[src/rtl/dcache_port_arbiter_pkg.sv]
// rtl/dcache_port_arbiter_pkg.sv - shared types for the D$ port arbiter (optional DCP_STORE_FWD_EN)
`ifndef LSQSZ
`define LSQSZ 16
`endif

package dcache_port_arbiter_pkg;

  localparam int LD_TAG_W_DEF = $clog2(`LSQSZ);

  typedef enum logic [1:0] {
    SZ_B = 2'd0,
    SZ_H = 2'd1,
    SZ_W = 2'd2,
    SZ_D = 2'd3
  } dcp_size_e;

  typedef struct packed {
    logic [15:0] addr;
    logic [63:0] data;
    logic [1:0]  size;
  } wb_entry_t;

  typedef enum logic [1:0] {
    S_IDLE  = 2'd0,
    S_ISSUE = 2'd1,
    S_WAIT  = 2'd2
  } dcp_state_e;

  typedef struct packed {
    logic        we;
    logic [15:0] addr;
    logic [63:0] data;
    logic [1:0]  size;
  } dc_req_t;

  // Hazard granularity is the 8-byte block: any size, any offset inside it.
  function automatic logic same_block(input logic [15:0] a, input logic [15:0] b);
    return a[15:3] == b[15:3];
  endfunction

endpackage

[src/rtl/dcp_write_buffer.sv]
// rtl/dcp_write_buffer.sv - store write-buffer FIFO with block-match and (DCP_STORE_FWD_EN) exact-match lookup
module dcp_write_buffer
  import dcache_port_arbiter_pkg::*;
#(
  parameter  int DEPTH = 4,
  localparam int PTR_W = $clog2(DEPTH),
  localparam int CNT_W = $clog2(DEPTH) + 1
) (
  input  logic             clk_i,
  input  logic             rst_ni,
  input  logic             push_i,
  input  wb_entry_t        push_entry_i,
  input  logic             pop_i,
  input  logic [15:0]      lkp_addr_i,
`ifdef DCP_STORE_FWD_EN
  input  logic [1:0]       lkp_size_i,
  output logic             fwd_hit_o,
  output logic [63:0]      fwd_data_o,
`endif
  output wb_entry_t        head_o,
  output logic             full_o,
  output logic             empty_o,
  output logic             blk_hit_o,
  output logic [CNT_W-1:0] count_o
);

  wb_entry_t        mem_q [DEPTH];
  logic [PTR_W-1:0] wr_ptr_q;
  logic [PTR_W-1:0] rd_ptr_q;
  logic [CNT_W-1:0] count_q;
  logic [PTR_W-1:0] idx;

  always_ff @(posedge clk_i or negedge rst_ni) begin
    if (!rst_ni) begin
      wr_ptr_q <= '0;
      rd_ptr_q <= '0;
      count_q  <= '0;
      for (int i = 0; i < DEPTH; i++) mem_q[i] <= '0;
    end else begin
      if (push_i) begin
        mem_q[wr_ptr_q] <= push_entry_i;
        wr_ptr_q        <= wr_ptr_q + 1'b1;
      end
      if (pop_i) rd_ptr_q <= rd_ptr_q + 1'b1;
      if (push_i && !pop_i)      count_q <= count_q + 1'b1;
      else if (!push_i && pop_i) count_q <= count_q - 1'b1;
    end
  end

  assign full_o  = (count_q == CNT_W'(DEPTH));
  assign empty_o = (count_q == '0);
  assign head_o  = mem_q[rd_ptr_q];
  assign count_o = count_q;

  // Walk oldest to youngest so the last exact match seen is the youngest.
  always_comb begin
    blk_hit_o  = 1'b0;
    idx        = '0;
`ifdef DCP_STORE_FWD_EN
    fwd_hit_o  = 1'b0;
    fwd_data_o = '0;
`endif
    for (int k = 0; k < DEPTH; k++) begin
      idx = rd_ptr_q + PTR_W'(k);
      if (CNT_W'(k) < count_q) begin
        if (same_block(mem_q[idx].addr, lkp_addr_i)) blk_hit_o = 1'b1;
`ifdef DCP_STORE_FWD_EN
        if (mem_q[idx].addr == lkp_addr_i && mem_q[idx].size == lkp_size_i) begin
          fwd_hit_o  = 1'b1;
          fwd_data_o = mem_q[idx].data;
        end
`endif
      end
    end
  end

endmodule

[src/rtl/dcache_port_arbiter.sv]
// rtl/dcache_port_arbiter.sv - single D$ port owner: write buffer drains vs loads (store forwarding under DCP_STORE_FWD_EN)
module dcache_port_arbiter
  import dcache_port_arbiter_pkg::*;
#(
  parameter  int WB_DEPTH   = 4,
  parameter  int STARVE_MAX = 8,
  parameter  int LD_TAG_W   = LD_TAG_W_DEF,
  localparam int CNT_W      = $clog2(WB_DEPTH) + 1
) (
  input  logic                clk_i,
  input  logic                rst_ni,
  input  logic                except_i,
  input  logic                st_valid_i,
  input  logic [15:0]         st_addr_i,
  input  logic [63:0]         st_data_i,
  input  logic [1:0]          st_size_i,
  output logic                st_ready_o,
  input  logic                ld_valid_i,
  input  logic [15:0]         ld_addr_i,
  input  logic [1:0]          ld_size_i,
  input  logic [LD_TAG_W-1:0] ld_tag_i,
  output logic                ld_ready_o,
  output logic                ld_resp_valid_o,
  output logic [LD_TAG_W-1:0] ld_resp_tag_o,
  output logic [63:0]         ld_resp_data_o,
  output logic                dc_req_valid_o,
  input  logic                dc_req_ready_i,
  output logic                dc_req_we_o,
  output logic [15:0]         dc_req_addr_o,
  output logic [63:0]         dc_req_data_o,
  output logic [1:0]          dc_req_size_o,
  input  logic                dc_resp_valid_i,
  input  logic [63:0]         dc_resp_data_i,
  output logic [CNT_W-1:0]    wb_count_o
);

  localparam int STV_W = $clog2(STARVE_MAX + 1);

  dcp_state_e          state_q;
  dc_req_t             req_q;
  logic [LD_TAG_W-1:0] req_tag_q;
  logic                squash_q;
  logic [STV_W-1:0]    starve_q;
  logic [STV_W-1:0]    starve_d;
  logic                ld_resp_valid_q;
  logic [LD_TAG_W-1:0] ld_resp_tag_q;
  logic [63:0]         ld_resp_data_q;

  wb_entry_t  wb_push_entry;
  wb_entry_t  wb_head;
  logic       wb_push, wb_pop, wb_full, wb_empty, wb_blk_hit;
  logic       force_st, grant_ld, grant_st, fwd_ld, issue;
`ifdef DCP_STORE_FWD_EN
  logic        fwd_hit;
  logic [63:0] fwd_data;
`endif

  assign wb_push_entry = '{addr: st_addr_i, data: st_data_i, size: st_size_i};
  assign wb_push       = st_valid_i & ~wb_full;
  // The head entry is only retired once D$ acknowledges it, so it keeps guarding hazards.
  assign wb_pop        = (state_q == S_WAIT) & dc_resp_valid_i & req_q.we;

  dcp_write_buffer #(.DEPTH(WB_DEPTH)) u_wb (
    .clk_i        (clk_i),
    .rst_ni       (rst_ni),
    .push_i       (wb_push),
    .push_entry_i (wb_push_entry),
    .pop_i        (wb_pop),
    .lkp_addr_i   (ld_addr_i),
`ifdef DCP_STORE_FWD_EN
    .lkp_size_i   (ld_size_i),
    .fwd_hit_o    (fwd_hit),
    .fwd_data_o   (fwd_data),
`endif
    .head_o       (wb_head),
    .full_o       (wb_full),
    .empty_o      (wb_empty),
    .blk_hit_o    (wb_blk_hit),
    .count_o      (wb_count_o)
  );

  always_comb begin
    force_st = ~wb_empty & (wb_full | (starve_q >= STV_W'(STARVE_MAX)));
    grant_ld = 1'b0;
    grant_st = 1'b0;
    fwd_ld   = 1'b0;
    if (state_q == S_IDLE) begin
`ifdef DCP_STORE_FWD_EN
      fwd_ld   = ld_valid_i & ~except_i & ~force_st & fwd_hit;
`endif
      grant_ld = ld_valid_i & ~except_i & ~force_st & ~wb_blk_hit;
      grant_st = ~wb_empty & ~grant_ld;
    end
  end

  always_comb begin
    starve_d = starve_q;
    if (grant_st)
      starve_d = '0;
    else if (grant_ld && !wb_empty && starve_q < STV_W'(STARVE_MAX))
      starve_d = starve_q + 1'b1;
  end

  always_ff @(posedge clk_i or negedge rst_ni) begin
    if (!rst_ni) begin
      state_q         <= S_IDLE;
      req_q           <= '0;
      req_tag_q       <= '0;
      squash_q        <= 1'b0;
      starve_q        <= '0;
      ld_resp_valid_q <= 1'b0;
      ld_resp_tag_q   <= '0;
      ld_resp_data_q  <= '0;
    end else begin
      starve_q        <= starve_d;
      ld_resp_valid_q <= 1'b0;
      case (state_q)
        S_IDLE: begin
          if (grant_ld) begin
            req_q     <= '{we: 1'b0, addr: ld_addr_i, data: 64'd0, size: ld_size_i};
            req_tag_q <= ld_tag_i;
            state_q   <= S_ISSUE;
          end else if (grant_st) begin
            req_q   <= '{we: 1'b1, addr: wb_head.addr, data: wb_head.data, size: wb_head.size};
            state_q <= S_ISSUE;
          end
          if (fwd_ld) begin
`ifdef DCP_STORE_FWD_EN
            ld_resp_valid_q <= 1'b1;
            ld_resp_tag_q   <= ld_tag_i;
            ld_resp_data_q  <= fwd_data;
`endif
          end
        end
        S_ISSUE: begin
          if (except_i && !req_q.we) squash_q <= 1'b1;
          if (dc_req_ready_i) state_q <= S_WAIT;
        end
        S_WAIT: begin
          if (except_i && !req_q.we) squash_q <= 1'b1;
          if (dc_resp_valid_i) begin
            state_q  <= S_IDLE;
            squash_q <= 1'b0;
            if (!req_q.we) begin
              ld_resp_valid_q <= ~squash_q & ~except_i;
              ld_resp_tag_q   <= req_tag_q;
              ld_resp_data_q  <= dc_resp_data_i;
            end
          end
        end
        default: state_q <= S_IDLE;
      endcase
    end
  end

  assign issue           = (state_q == S_ISSUE);
  assign dc_req_valid_o  = issue;
  assign dc_req_we_o     = issue & req_q.we;
  assign dc_req_addr_o   = issue ? req_q.addr : 16'd0;
  assign dc_req_data_o   = issue ? req_q.data : 64'd0;
  assign dc_req_size_o   = issue ? req_q.size : 2'd0;
  assign st_ready_o      = rst_ni & ~wb_full;
  assign ld_ready_o      = rst_ni & (grant_ld | fwd_ld);
  assign ld_resp_valid_o = ld_resp_valid_q;
  assign ld_resp_tag_o   = ld_resp_tag_q;
  assign ld_resp_data_o  = ld_resp_data_q;

endmodule

[config.mk]
export PLATFORM = sky130hd
export DESIGN_NAME = dcache_port_arbiter
export DESIGN_NICKNAME = d
export VERILOG_FILES = /design/src/rtl/dcache_port_arbiter_pkg.sv /design/src/rtl/dcp_write_buffer.sv /design/src/rtl/dcache_port_arbiter.sv
export SDC_FILE = /design/constraint.sdc
export NUM_CORES = 1
export LEC_CHECK = 0
export BUFFER_PORTS_ARGS = -buffer_cell sky130_fd_sc_hd__buf_2
export CORE_MARGIN = 4
export CORE_UTILIZATION = 51
export DETAILED_ROUTE_END_ITERATION = 10
export GPL_TIMING_DRIVEN = 0
export PLACE_DENSITY = 0.71
export SKIP_CTS_REPAIR_TIMING = 1
export SYNTH_ARGS = -nofsm -noshare
export SYNTH_HDL_FRONTEND = slang
export SYNTH_SLANG_ARGS = --single-unit
export TNS_END_PERCENT = 20
[constraint.sdc]
create_clock -name clk_i -period 3.5 [get_ports clk_i]
set_clock_uncertainty 0.15 [all_clocks]
set_input_delay 0 -clock clk_i [delete_from_list [all_inputs] [get_ports clk_i]]
set_output_delay 0 -clock clk_i [all_outputs]
set_load 0.01 [all_outputs]
## Word-level counts from Yosys, hierarchy flattened

Index checks and enable logic that the tools add are counted.
Widths: inputs -> output; s select.

| storage, ports and cells | value |
|---|---|
| flip-flop bits (word level) | 498 |
| logic and storage cells | 146 |

| cells by class | value |
|---|---|
| $add $sub $neg | 7 |
| order comparisons | 12 |
| eq/ne operators | 10 |
| multiplexer cells | 45 |
| bitwise operators | 26 |
| reductions and logical operators | 20 |

Operators with widths:

| kind | number |
|---|---|
| $mux 82 | 9 |
| $bmux 82 s2 | 4 |
| $bwmux 328 | 1 |
| $mux 83 | 2 |
| $demux 82 s2 | 1 |
| $mux 64 | 1 |
| $eq 13x13->1 | 4 |
| $mux 16 | 1 |
| $ge 3x3->1 const B | 5 |
| $mux 1 | 15 |
| $not 2->3 | 5 |
| $and 1x1->1 | 12 |
| $mux 2 | 5 |
| $mux 4 | 2 |
| $not 1->1 | 8 |
| $reduce_bool 2->1 | 4 |
| $logic_and 1x1->1 | 6 |
| $lt 1x3->1 const A | 2 |
| $lt 2x3->1 const A | 2 |
| $mux 3 | 2 |
| $pmux 2 s3 | 1 |
| $reduce_and 3->1 | 2 |
| $add 2x1->2 const B | 2 |
| $add 2x2->2 const B | 2 |
| 17 further kinds | 22 |

## Logic depth before layout (Yosys ltp)

Gate-level depths: netlist of the first run.

| depth | value |
|---|---|
| word-level depth | 21 |
| mapped depth | 15 |
| mapped depth without buffers | 8 |

## Hierarchy

Synthesis of the first run repeated with hierarchy kept, for this count alone.

| second synthesis, totals | value |
|---|---|
| cells, all modules | 1569 |
| area, all modules | 22998.3 sq um |

Modules (own cells, without submodules):

| module | times used | cells each | area each (sq um) | sequential area each (sq um) |
|---|---|---|---|---|
| dcp_write_buffer | 1 | 1027 | 16085.4 | 8383.0 |
| dcache_port_arbiter | 1 | 542 | 6912.9 | 4078.9 |

## Worst setup path before layout of the first run

No wires, ideal clock.

| timing path | value |
|---|---|
| kind | register to register |
| start point | register u_wb.rd_ptr_q[0] |
| end point | register req_q[73] in the netlist's numbering |
| setup time | 0.126 ns |
| data arrival time | 2.699 ns |
| required time | 3.224 ns |
| path slack | 0.524 ns |
| stages on the path, launching flop included | 14 |
| path buffers | 6 |
| cell sequence | dfrtp_1 > buf_2 > buf_6 > inv_2 > buf_6 > buf_2 > mux2_2 > xor2_1 > o211ai_1 > nor4_4 > buf_4 > buf_6 > o311a_1 > a311o_1 |

| on the way | value |
|---|---|
| longest elaborated chain between the ends | 20 |
| elaborated cells on any way between the ends | 41 |
| those cells by class | add/sub: 3; eq/ne: 4; mux: 24; bitwise: 8; reduce/logical: 2 |

RTL lines:

| item | line | RTL |
|---|---|---|
| start: declaration | dcp_write_buffer.sv:29 | `logic [PTR_W-1:0] rd_ptr_q;` |
| start signal: assignment | dcp_write_buffer.sv:44 | `if (pop_i) rd_ptr_q <= rd_ptr_q + 1'b1;` |
| parallel branches: the longest is 20 deep, another holds $add 2x1->2 | -- |  |
| end signal: assignment | dcache_port_arbiter.sv:120 | `req_q <= '{we: 1'b0, addr: ld_addr_i, data: 64'd0, size: ld_size_i};` |
| end signal: assignment | dcache_port_arbiter.sv:124 | `req_q <= '{we: 1'b1, addr: wb_head.addr, data: wb_head.data, size: wb_head.size};` |
| end: declaration | dcache_port_arbiter.sv:40 | `dc_req_t req_q;` |

Several ways; the timed one is not identified. The select of a mux whose other input is x is not followed.
A chain may end at the register's enable or synchronous reset.

## Worst setup path after layout of the first run

| timing path | value |
|---|---|
| start point | register u_wb.rd_ptr_q[1] |
| end point | output ld_ready_o |

| on the way | value |
|---|---|
| longest elaborated chain between the ends | 17 |
| elaborated cells on any way between the ends | 35 |
| those cells by class | add/sub: 3; eq/ne: 4; mux: 21; bitwise: 7 |

RTL lines:

| item | line | RTL |
|---|---|---|
| parallel branches: the longest is 12 deep, another holds $add 2x1->2 | -- |  |
| $mux 1 * | dcp_write_buffer.sv:65 | `if (CNT_W'(k) < count_q) begin` |
| $not 1->1 * | dcache_port_arbiter.sv:91 | `grant_ld = ld_valid_i & ~except_i & ~force_st & ~wb_blk_hit;` |
| $and 1x1->1 * | dcache_port_arbiter.sv:91 |  |
| $mux 1 * | dcache_port_arbiter.sv:87 | `if (state_q == S_IDLE) begin` |
| $and 1x1->1 * | dcache_port_arbiter.sv:163 | `assign ld_ready_o = rst_ni & (grant_ld \| fwd_ld);` |
| end: declaration | dcache_port_arbiter.sv:22 | `output logic ld_ready_o,` |

Every way passes the cells marked *. The select of a mux whose other input is x is not followed.

==> results of run 1 <==
-- critical path, stage by stage, from the launching register on --
cell,delay (ns)
dfrtp_1,0.34
buf_6,0.14
buf_12,0.15
buf_12,0.14
buf_12,0.13
buf_12,0.14
mux2i_1,0.18
mux2i_1,0.11
xnor2_1,0.26
nand4_1,0.22
o41ai_4,0.50
buf_6,0.20
nor4_4,0.05
buf_6,0.15
and2_1,0.16
buf_2,0.13
-- per-stage QoR --
step           std cells  worst slack, ns  utilization (%)
3_5_place_dp        2782           -0.395             57.4
3_3_place_gp        2778            -7.50             57.1
5_1_grt             3072           -0.315             65.9
4_1_cts             2876           -0.657             61.2
6_report            3073           -0.295             65.9
2_1_floorplan       1851            0.524                -
-- final cells by class --
class                      instances  share of cell area, %
antenna                            2                 0.0162
buffer                           152                   2.73
clock buffer                      85                   5.29
clock inverter                     9                  0.437
inverter                          96                   1.16
multi-input combinational       1105                   35.7
sequential                       498                   40.3
tap                              607                   2.45
timing repair buffer             519                   11.9
-- report_power, final --
part           total (mW)  internal (mW)  switching (mW)
registers            10.4           8.61            1.78
logic                13.5           6.92            6.54
clock network        5.68           3.40            2.28
-- placed cells by master, fill, tap and decap left out, drive strengths merged, types with 4 or more instances in the layout --
cell | netlist | layout
o221ai | 13 | 13
dfrtp | 498 | 498
and2 | 86 | 86
o311ai | 67 | 67
dlygate4sd3 | 0 | 172
mux4 | 86 | 86
a31oi | 6 | 6
xor2 | 22 | 22
and3 | 6 | 6
mux2 | 408 | 408
o211ai | 66 | 66
nand2 | 107 | 107
mux2i | 59 | 59
o311a | 4 | 4
o32ai | 15 | 15
nand3 | 4 | 4
clkinv | 0 | 5
o21ai | 7 | 7
nor2 | 30 | 30
a21oi | 6 | 6
ha | 15 | 15
clkbuf | 79 | 168
xnor2 | 37 | 37
buf | 73 | 416
nor4 | 5 | 5
nand4 | 6 | 6
o41ai | 7 | 7
inv | 96 | 97
nor2b | 10 | 10
-- layer usage --
| metal | up-vias | routed length [um] | track usage (%) |
|---|---|---|---|
| met1 | 9191 | 28300 | 33.7 |
| met5 | - | 13 | 0 |
| met4 | 2 | 2430 | 8.63 |
| met2 | 699 | 35100 | 43.7 |
| li1 | 7909 | - | - |
| met3 | 144 | 5030 | 4.67 |
-- how the worst min path moves through the flow --
stage                     slack [ns]  cells past startpoint          startpoint                             end
after floorplan                -0.45                      0              rst_ni   ld_resp_data_o[0]$_DFFE_PN0P_
after global placement          0.08                      2  dc_resp_data_i[40]  ld_resp_data_o[40]$_DFFE_PN0P_
after detailed placement       -0.04                      1              rst_ni     u_wb.mem_q[151]$_DFFE_PN0P_
after CTS                      -0.69                      1              rst_ni     u_wb.mem_q[151]$_DFFE_PN0P_
after global routing            0.02                      3   dc_resp_data_i[6]   ld_resp_data_o[6]$_DFFE_PN0P_
final                           0.03                      3  dc_resp_data_i[31]  ld_resp_data_o[31]$_DFFE_PN0P_
-- registers in the layout, indices dropped and copies added, names as in the netlist --
signal / count
u_wb.wr_ptr_q: 2
req_tag_q: 4
squash_q: 1
ld_resp_data_o: 64
ld_resp_valid_o: 1
u_wb.rd_ptr_q: 2
ld_resp_tag_o: 4
state_q: 2
req_q: 83
starve_q: 4
u_wb.mem_q: 328
u_wb.count_o: 3
-- synthesized netlist by cell type (all sizes together) (4+ instances only) --
cell	n
nand3	4
nor2	30
mux2	408
nor4	5
clkbuf	79
a31oi	6
inv	96
xor2	22
and3	6
o32ai	15
buf	73
o221ai	13
and2	86
o311a	4
mux2i	59
o41ai	7
o211ai	66
nand2	107
ha	15
nor2b	10
dfrtp	498
a21oi	6
nand4	6
mux4	86
xnor2	37
o21ai	7
o311ai	67
-- cells by family after synthesis --
family / synth area share (%)
simple gates: 5.49
buf+inv: 4.45
xor+xnor: 2.11
flops: 50.9
fa+ha+maj: 0.767
mux: 29.1
compound gates: 7.09
==> flow_summary_export.csv, run 1 <==
group,metric,value,unit
status,outcome,"finished, violations left",
status,violations,"negative setup slack",
synth,synth_edf_count,0,
synth,synth-seq-cells,498,
route,route.vias.total,17945,
worst_setup_path,cp-start-kind,"register",
synth,syn_area,24500,um^2
global_route,grt_pass1_vias,17894,
synth,syn-instance-count,1851,
route,ant_nets,0,
sta,setup_tns,-0.327,ns
synth,synth_nets,2041,
clock_network,root_buffer,"clkbuf_16",
min_path,hp-class,"primary input to register",
route,drtIter0Drc,1396,
die,core_region_area,47000,um^2
synth,netlist_top_cells_area,"dfrtp_1, mux2_2, mux4_2",
pwr,max-vdd-ir-drop,527,uV
die,core.rowCount,79,
worst_setup_path,cp-startpoint,"u_wb.rd_ptr_q[1]$_DFFE_PN0P_",
finish,drive_gt1_share,40.9,%
clock_network,cts_tree,"yes",
die,die_x,227,um
worst_setup_path,critPathArrivalTime,3.65,ns
sta,worst_pin_slew,0.831,ns
finish,regArea,12500,um^2
sta,hold_ws,0.0270,ns
worst_setup_path,reg2reg_from,"u_wb.rd_ptr_q[1]$_DFFE_PN0P_",
worst_setup_path,cp_max_fo,10,
synth,seq_area_frac_synth,50.9,%
global_route,antenna_found_initial,3,
clock_network,cts.sinks,498,
placed_design,dp_hpwl,48600,um
global_route,grt_start_max_net_pins,130,
clock_network,numCtsBuffers,53,
placed_design,placed_area,26900,um^2
finish,fin_area,30900,um^2
sta,layout_min_cycle_time,3.80,ns
global_route,globalRoute.totalOverflow,0,
pwr,p_total,29.5,mW
synth,synth_area_leader_cell,"dfrtp_1",
sta,rsz0062_at_grt,"true",
synth,postSynth.asyncResetShare,100,%
die,initial_core_util,52.1,%
die,die-area,51500,um^2
worst_setup_path,rr_endpoint,"req_q[61]$_DFFE_PN0P_",
synth,ys_types,54,
route,wire_per_inst,23.1,um
clock_network,clk-insertion-delay-late,0.60,ns
finish,fin_nets,2615,
finish,area_growth,26.5,%
die,pin_count,333,
run,maxCapViolCount,0,
sta,drv_slew,0,
global_route,grt_pass1_wl,103000,um
pwr,leakage,14.0,nW
global_route,grtUsageTotal,25.7,%
worst_setup_path,end_kind,"output pin",
synth,avgSynthCellArea,13.2,um^2
sta,post-route-period-util,108,%
finish,multi_input_area,11100,um^2
synth,yosys_warnings,0,
pwr,power.density,954,nW/um^2
synth,netlist.area_leader.share,50.9,%
placed_design,portBuffers,320,
worst_setup_path,cp.required,3.35,ns
finish,nFillCells,3455,
synth,ys.flop_type,"dfrtp_1",
sta,relSlewSlack,44.6,%
placed_design,gp_congestion,0.960,
clock_network,htreeDepth,2,
route,via_per_inst,5.84,
route,firstDrtPassIters,5,
clock_network,clk_pin_slew_worst_paths,0.06,ns
clock_network,clockBufferDepth,3,
worst_setup_path,worst-r2r-cell-count,12,
route,drc,0,
sta,hold_viol,0,
sta,layout_setup_ws,-0.295,ns
die,die_h,227,um
worst_setup_path,rrSetupSlack,-0.02,ns
route,drt_wl_total,70800,um
sta,fmax,263,MHz
worst_setup_path,worst-setup-path-type,"register to output pin",
sta,setup_viol,3,
worst_setup_path,cp-endpoint,"ld_ready_o",
No activity file was read; power rests on OpenSTA's default activity.
==> inputs of run 2 (changes only) <==
==> constraint.sdc (replaced) <==
create_clock -name clk_i -period 3.65 [get_ports clk_i]
set_clock_uncertainty 0.15 [all_clocks]
set_input_delay 0 -clock clk_i [delete_from_list [all_inputs] [get_ports clk_i]]
set_output_delay 0 -clock clk_i [all_outputs]
set_load 0.05 [all_outputs]
==> flow_summary_export.csv, run 2 (synthesis results as in run 1) <==
group,metric,value,unit
status,outcome,"finished, violations left",
status,violations,"negative setup slack",
sta,setup_viol,2,
sta,rsz0062_at_grt,"true",
die,die_x,227,um
sta,relSlewSlack,44.7,%
pwr,max-vdd-ir-drop,623,uV
route,maxUsedRoutingLayer,"met5",
route,met1_length,28600,um
sta,layout_setup_ws,-0.286,ns
finish,drive_gt1_share,40.7,%
placed_design,gp_congestion,0.960,
placed_design,dp.cells,2782,
worst_setup_path,rr_endpoint,"req_q[59]$_DFFE_PN0P_",
clock_network,clk_pin_slew_worst_paths,0.06,ns
die,initial_core_util,52.1,%
clock_network,cts_tree,"yes",
worst_setup_path,worst-r2r-cell-count,14,
worst_setup_path,cp_max_fo,7,
route,drtIter0Drc,1335,
route,via_per_inst,5.83,
finish,nFillCells,3449,
die,die_h,227,um
pwr,leakage,14.0,nW
finish,largest_reg_flops,328,
min_path,hold_depth,3,
sta,post-route-period-util,108,%
finish,regMostFlops,"u_wb.mem_q",
sta,hold_ws,0.0255,ns
clock_network,cts.sinks,498,
placed_design,dp_hpwl,48600,um
route,dr_wl_met3,4850,um
route,wire_per_inst,23.1,um
global_route,grtUsageTotal,25.7,%
clock_network,clk-insertion-delay-late,0.60,ns
finish,multi_input_area,11000,um^2
run,maxCapViolCount,0,
finish,layout_common_cells,"dfrtp_1, mux2_2, buf_2",
global_route,grt_pass1_wl,103000,um
min_path,hp-class,"primary input to register",
worst_setup_path,reg2reg_from,"u_wb.rd_ptr_q[1]$_DFFE_PN0P_",
finish,fin_nets,2615,
worst_setup_path,critPathSlowestCell,"o41ai_4",
placed_design,portBuffers,320,
sta,worst_pin_slew,0.829,ns
die,core.rowCount,79,
global_route,grt_start_max_net_pins,130,
worst_setup_path,path_cells,"buf_6 > buf_12 > buf_12 > mux2i_1 > xnor2_1 > a2111oi_0 > mux2i_1 > o41ai_4 > buf_6 > nor4_4 > buf_6 > and2_1 > buf_4",
route,ant_nets,0,
sta,layout_min_cycle_time,3.94,ns
worst_setup_path,critPathArrivalTime,3.79,ns
worst_setup_path,end_kind,"output pin",
die,die-area,51500,um^2
route,route.vias.total,17922,
worst_setup_path,cpMostUsedCell,"buf_6",
finish,regArea,12500,um^2
worst_setup_path,cp.required,3.50,ns
global_route,grt_pass1_vias,17894,
die,pin_count,333,
finish,final_cell_count_no_fill,3073,
worst_setup_path,cp_slowest_stage_delay,0.50,ns
sta,hold_viol,0,
worst_setup_path,rrSetupSlack,0,ns
die,core_region_area,47000,um^2
route,drt_wl_total,71000,um
sta,fmax,254,MHz
finish,final_common_cell,"dfrtp_1",
route,firstDrtPassIters,5,
min_path,min_from,"dc_resp_data_i[0]",
sta,drv_slew,0,
clock_network,clockBufferDepth,3,
clock_network,htreeDepth,2,
finish,area_growth,26.4,%
clock_network,numCtsBuffers,53,
min_path,hold_path_end,"ld_resp_data_o[0]$_DFFE_PN0P_",
pwr,power.density,974,nW/um^2
global_route,globalRoute.totalOverflow,0,
worst_setup_path,cp-start-kind,"register",
worst_setup_path,worst-setup-path-type,"register to output pin",
route,drc,0,
route,routed-wl-met2,35100,um
global_route,antenna_found_initial,3,
clock_network,root_buffer,"clkbuf_16",
[run 2: per-layer routing]
layer	vias to the layer above	GRT usage (%)
met5	-	0
met4	2	8.63
met3	143	4.67
met2	712	43.7
met1	9157	33.7
li1	7908	-
[run 2: worst max path at each step]
stage / from / end / cells past startpoint
after floorplan: u_wb.rd_ptr_q[0]$_DFFE_PN0P_ / req_q[73]$_DFFE_PN0P_ / 13
after global routing: u_wb.rd_ptr_q[1]$_DFFE_PN0P_ / ld_ready_o / 13
after detailed placement: u_wb.rd_ptr_q[1]$_DFFE_PN0P_ / req_q[63]$_DFFE_PN0P_ / 12
after CTS: u_wb.rd_ptr_q[0]$_DFFE_PN0P_ / ld_ready_o / 13
final: u_wb.rd_ptr_q[1]$_DFFE_PN0P_ / ld_ready_o / 13
after global placement: rst_ni / u_wb.mem_q[114]$_DFFE_PN0P_ / 1
[run 2: per-stage QoR]
stage	utilization [%]	setup TNS (ns)	instance area [um^2]	total power, mW	setup WS, ns
2_1_floorplan	-	0	24500	20.1	0.674
3_3_place_gp	57.1	-3652.22	26800	23.4	-7.35
3_5_place_dp	57.4	-11.44	26900	23.9	-0.245
4_1_cts	61.2	-14.14	28700	29.5	-0.640
5_1_grt	65.8	-5.76	30900	31.7	-0.318
6_report	65.8	-0.290	30900	30.1	-0.286
[run 2: layout make-up]
type,count,area share (%)
inverter,96,1.17
tap,607,2.46
buffer,152,2.70
clock inverter,9,0.437
multi-input combinational,1105,35.7
sequential,498,40.3
clock buffer,85,5.29
timing repair buffer,519,11.9
antenna,2,0.0162
[run 2: where the power goes]
part           internal (mW)  leakage [nW]  switching, mW
sequential              8.25          6.04           1.69
combinational           6.59          7.08           8.12
clock                   3.26         0.877           2.19
[run 2: worst max-delay path, delay by kind of cell, from the launching register on]
| kind | cells | cell delay, ns |
|---|---|---|
| AO/OA/AOI/OAI | 2 | 0.92 |
| multiplexers | 2 | 0.58 |
| XOR/XNOR | 1 | 0.15 |
| AND/OR/NAND/NOR | 2 | 0.21 |
| flip-flops | 1 | 0.34 |
| buffers and inverters | 6 | 0.97 |
==> inputs of run 3 (changes only) <==
--- a/config.mk
+++ b/config.mk
@@ -6,11 +6,13 @@
 export NUM_CORES = 1
 export LEC_CHECK = 0
 export BUFFER_PORTS_ARGS = -buffer_cell sky130_fd_sc_hd__buf_2
+export CORE_ASPECT_RATIO = 2
 export CORE_MARGIN = 4
 export CORE_UTILIZATION = 51
 export DETAILED_ROUTE_END_ITERATION = 10
 export GPL_TIMING_DRIVEN = 0
 export PLACE_DENSITY = 0.71
+export REMOVE_ABC_BUFFERS = 1
 export SKIP_CTS_REPAIR_TIMING = 1
 export SYNTH_ARGS = -nofsm -noshare
 export SYNTH_HDL_FRONTEND = slang
==> flow_summary_export.csv, run 3 (synthesis results as in run 1) <==
group,metric,value,unit
global_route,globalRoute.totalOverflow,0,
placed_design,gp_congestion,0.838,
clock_network,root_buffer,"clkbuf_16",
clock_network,cts_tree,"yes",
worst_setup_path,cp.required,3.50,ns
die,die-area,51700,um^2
sta,post-route-period-util,104,%
die,pin_count,333,
global_route,grt_pass1_wl,100000,um
sta,hold_viol,12,
clock_network,clk_pin_slew_worst_paths,0.06,ns
finish,drive_gt1_share,42.7,%
worst_setup_path,cpMostUsedCell,"buf_8",
finish,final_common_cell,"dfrtp_1",
finish,regArea,12500,um^2
sta,layout_setup_ws,-0.135,ns
worst_setup_path,worst-setup-path-type,"register to output pin",
route,drt_wl_total,71200,um
route,via_per_inst,5.88,
sta,fmax,264,MHz
worst_setup_path,worst-r2r-cell-count,13,
route,drtIter0Drc,1098,
global_route,grt_start_max_net_pins,131,
sta,layout_min_cycle_time,3.79,ns
status,outcome,"finished, violations left",
global_route,grt_pass1_vias,18080,
worst_setup_path,cp_max_fo,16,
worst_setup_path,path_cells,"buf_4 > buf_8 > mux2i_1 > mux2i_1 > xor2_1 > or4_4 > o41ai_4 > buf_8 > buf_8 > nor4_4 > and2_1 > buf_6",
worst_setup_path,critPathSlowestCell,"or4_4",
route,wire_per_inst,23.6,um
sta,relSlewSlack,35.6,%
sta,drv_slew,0,
die,die_x,163,um
clock_network,clockBufferDepth,3,
placed_design,dp_hpwl,42400,um
run,maxCapViolCount,0,
pwr,power.density,964,nW/um^2
clock_network,clk-insertion-delay-late,0.59,ns
route,route.vias.total,17733,
pwr,p_total,30.0,mW
pwr,max-vdd-ir-drop,588,uV
die,die_h,318,um
sta,setup_viol,1,
route,drc,0,
clock_network,cts.sinks,498,
worst_setup_path,end_kind,"output pin",
sta,rsz0062_at_grt,"true",
finish,regMostFlops,"u_wb.mem_q",
placed_design,portBuffers,332,
min_path,hp-class,"primary input to asynchronous set/reset pin",
route,ant_nets,0,
finish,layout_common_cells,"dfrtp_1, mux2_2, buf_2",
die,core_region_area,47500,um^2
worst_setup_path,critPathArrivalTime,3.64,ns
global_route,grtUsageTotal,24.4,%
route,firstDrtPassIters,7,
clock_network,htreeDepth,2,
worst_setup_path,cp-start-kind,"register",
sta,worst_pin_slew,0.966,ns
finish,fin_nets,2539,
clock_network,numCtsBuffers,46,
pwr,leakage,14.1,nW
die,core.rowCount,113,
status,violations,"negative hold slack, negative setup slack",
die,initial_core_util,51.5,%
finish,area_growth,27.3,%
global_route,antenna_found_initial,8,
sta,hold_ws,-0.0674,ns
finish,largest_reg_flops,328,
finish,nFillCells,3446,
finish,multi_input_area,11100,um^2
sta,setup_tns,-0.135,ns
worst_setup_path,cp_slowest_stage_delay,0.56,ns
-- run 3: cell types whose count changed in the layout (fill, tap and decap cells not counted), sizes merged --
cell,change
buf,-1
clkbuf,-95
clkinv,+2
or3,+2
inv,-2
dlygate4sd3,+6
diode,+4
clkinvlp,+3
-- run 3: final timing paths --
kind,from,to,slack (ns)
max,u_wb.rd_ptr_q[1]$_DFFE_PN0P_,ld_ready_o,-0.14
min,rst_ni,u_wb.mem_q[224]$_DFFE_PN0P_,-0.07
max reg2reg,u_wb.rd_ptr_q[1]$_DFFE_PN0P_,req_q[60]$_DFFE_PN0P_,0.04
min reg2reg,squash_q$_DFFE_PN0P_,ld_resp_valid_o$_DFF_PN0_,0.32
max in group asynchronous,rst_ni,u_wb.rd_ptr_q[0]$_DFFE_PN0P_,2.14
min in group clk_i,dc_resp_data_i[40],ld_resp_data_o[40]$_DFFE_PN0P_,0.03
-- run 3: stage by stage --
step	util [%]	cells	cell area, um^2	setup slack, ns
5_1_grt	65.5	3015	31100	-0.221
6_report	65.5	3017	31100	-0.135
3_5_place_dp	56.9	2701	27000	-1.82
4_1_cts	60.1	2779	28600	-1.83
3_3_place_gp	55.1	2663	26200	-27.16
2_1_floorplan	-	1699	23700	-9.33
-- run 3: power by group --
group          internal (mW)  switching, mW
sequential              8.26           1.65
clock                   2.73           2.13
combinational           7.03           8.19
-- run 3: final cells by class --
class                      count  share of cell area, %
clock buffer                  66                   4.23
clock inverter                12                  0.635
antenna                        6                 0.0482
inverter                      96                   1.21
sequential                   498                   40.1
tap                          632                   2.54
timing repair buffer         600                   15.6
multi-input combinational   1107                   35.7
-- run 3: routing by layer --
| metal | track usage [%] | share of wire (%) | up-vias |
|---|---|---|---|
| met5 | 0 | 0.036 | - |
| met4 | 9.78 | 4.3 | 4 |
| met3 | 4.04 | 5.2 | 172 |
| met2 | 44.3 | 54 | 652 |
| met1 | 28.4 | 37 | 9165 |
| li1 | - | - | 7740 |
-- run 3: worst max-delay path: cells and delay by family, from the launching register on --
kind                   cells  cell delay, ns
flip-flops                 1            0.47
XOR/XNOR                   1            0.20
AND/OR/NAND/NOR            3            0.82
buffers and inverters      5            0.85
multiplexers               2            0.38
AO/OA/AOI/OAI              1            0.33
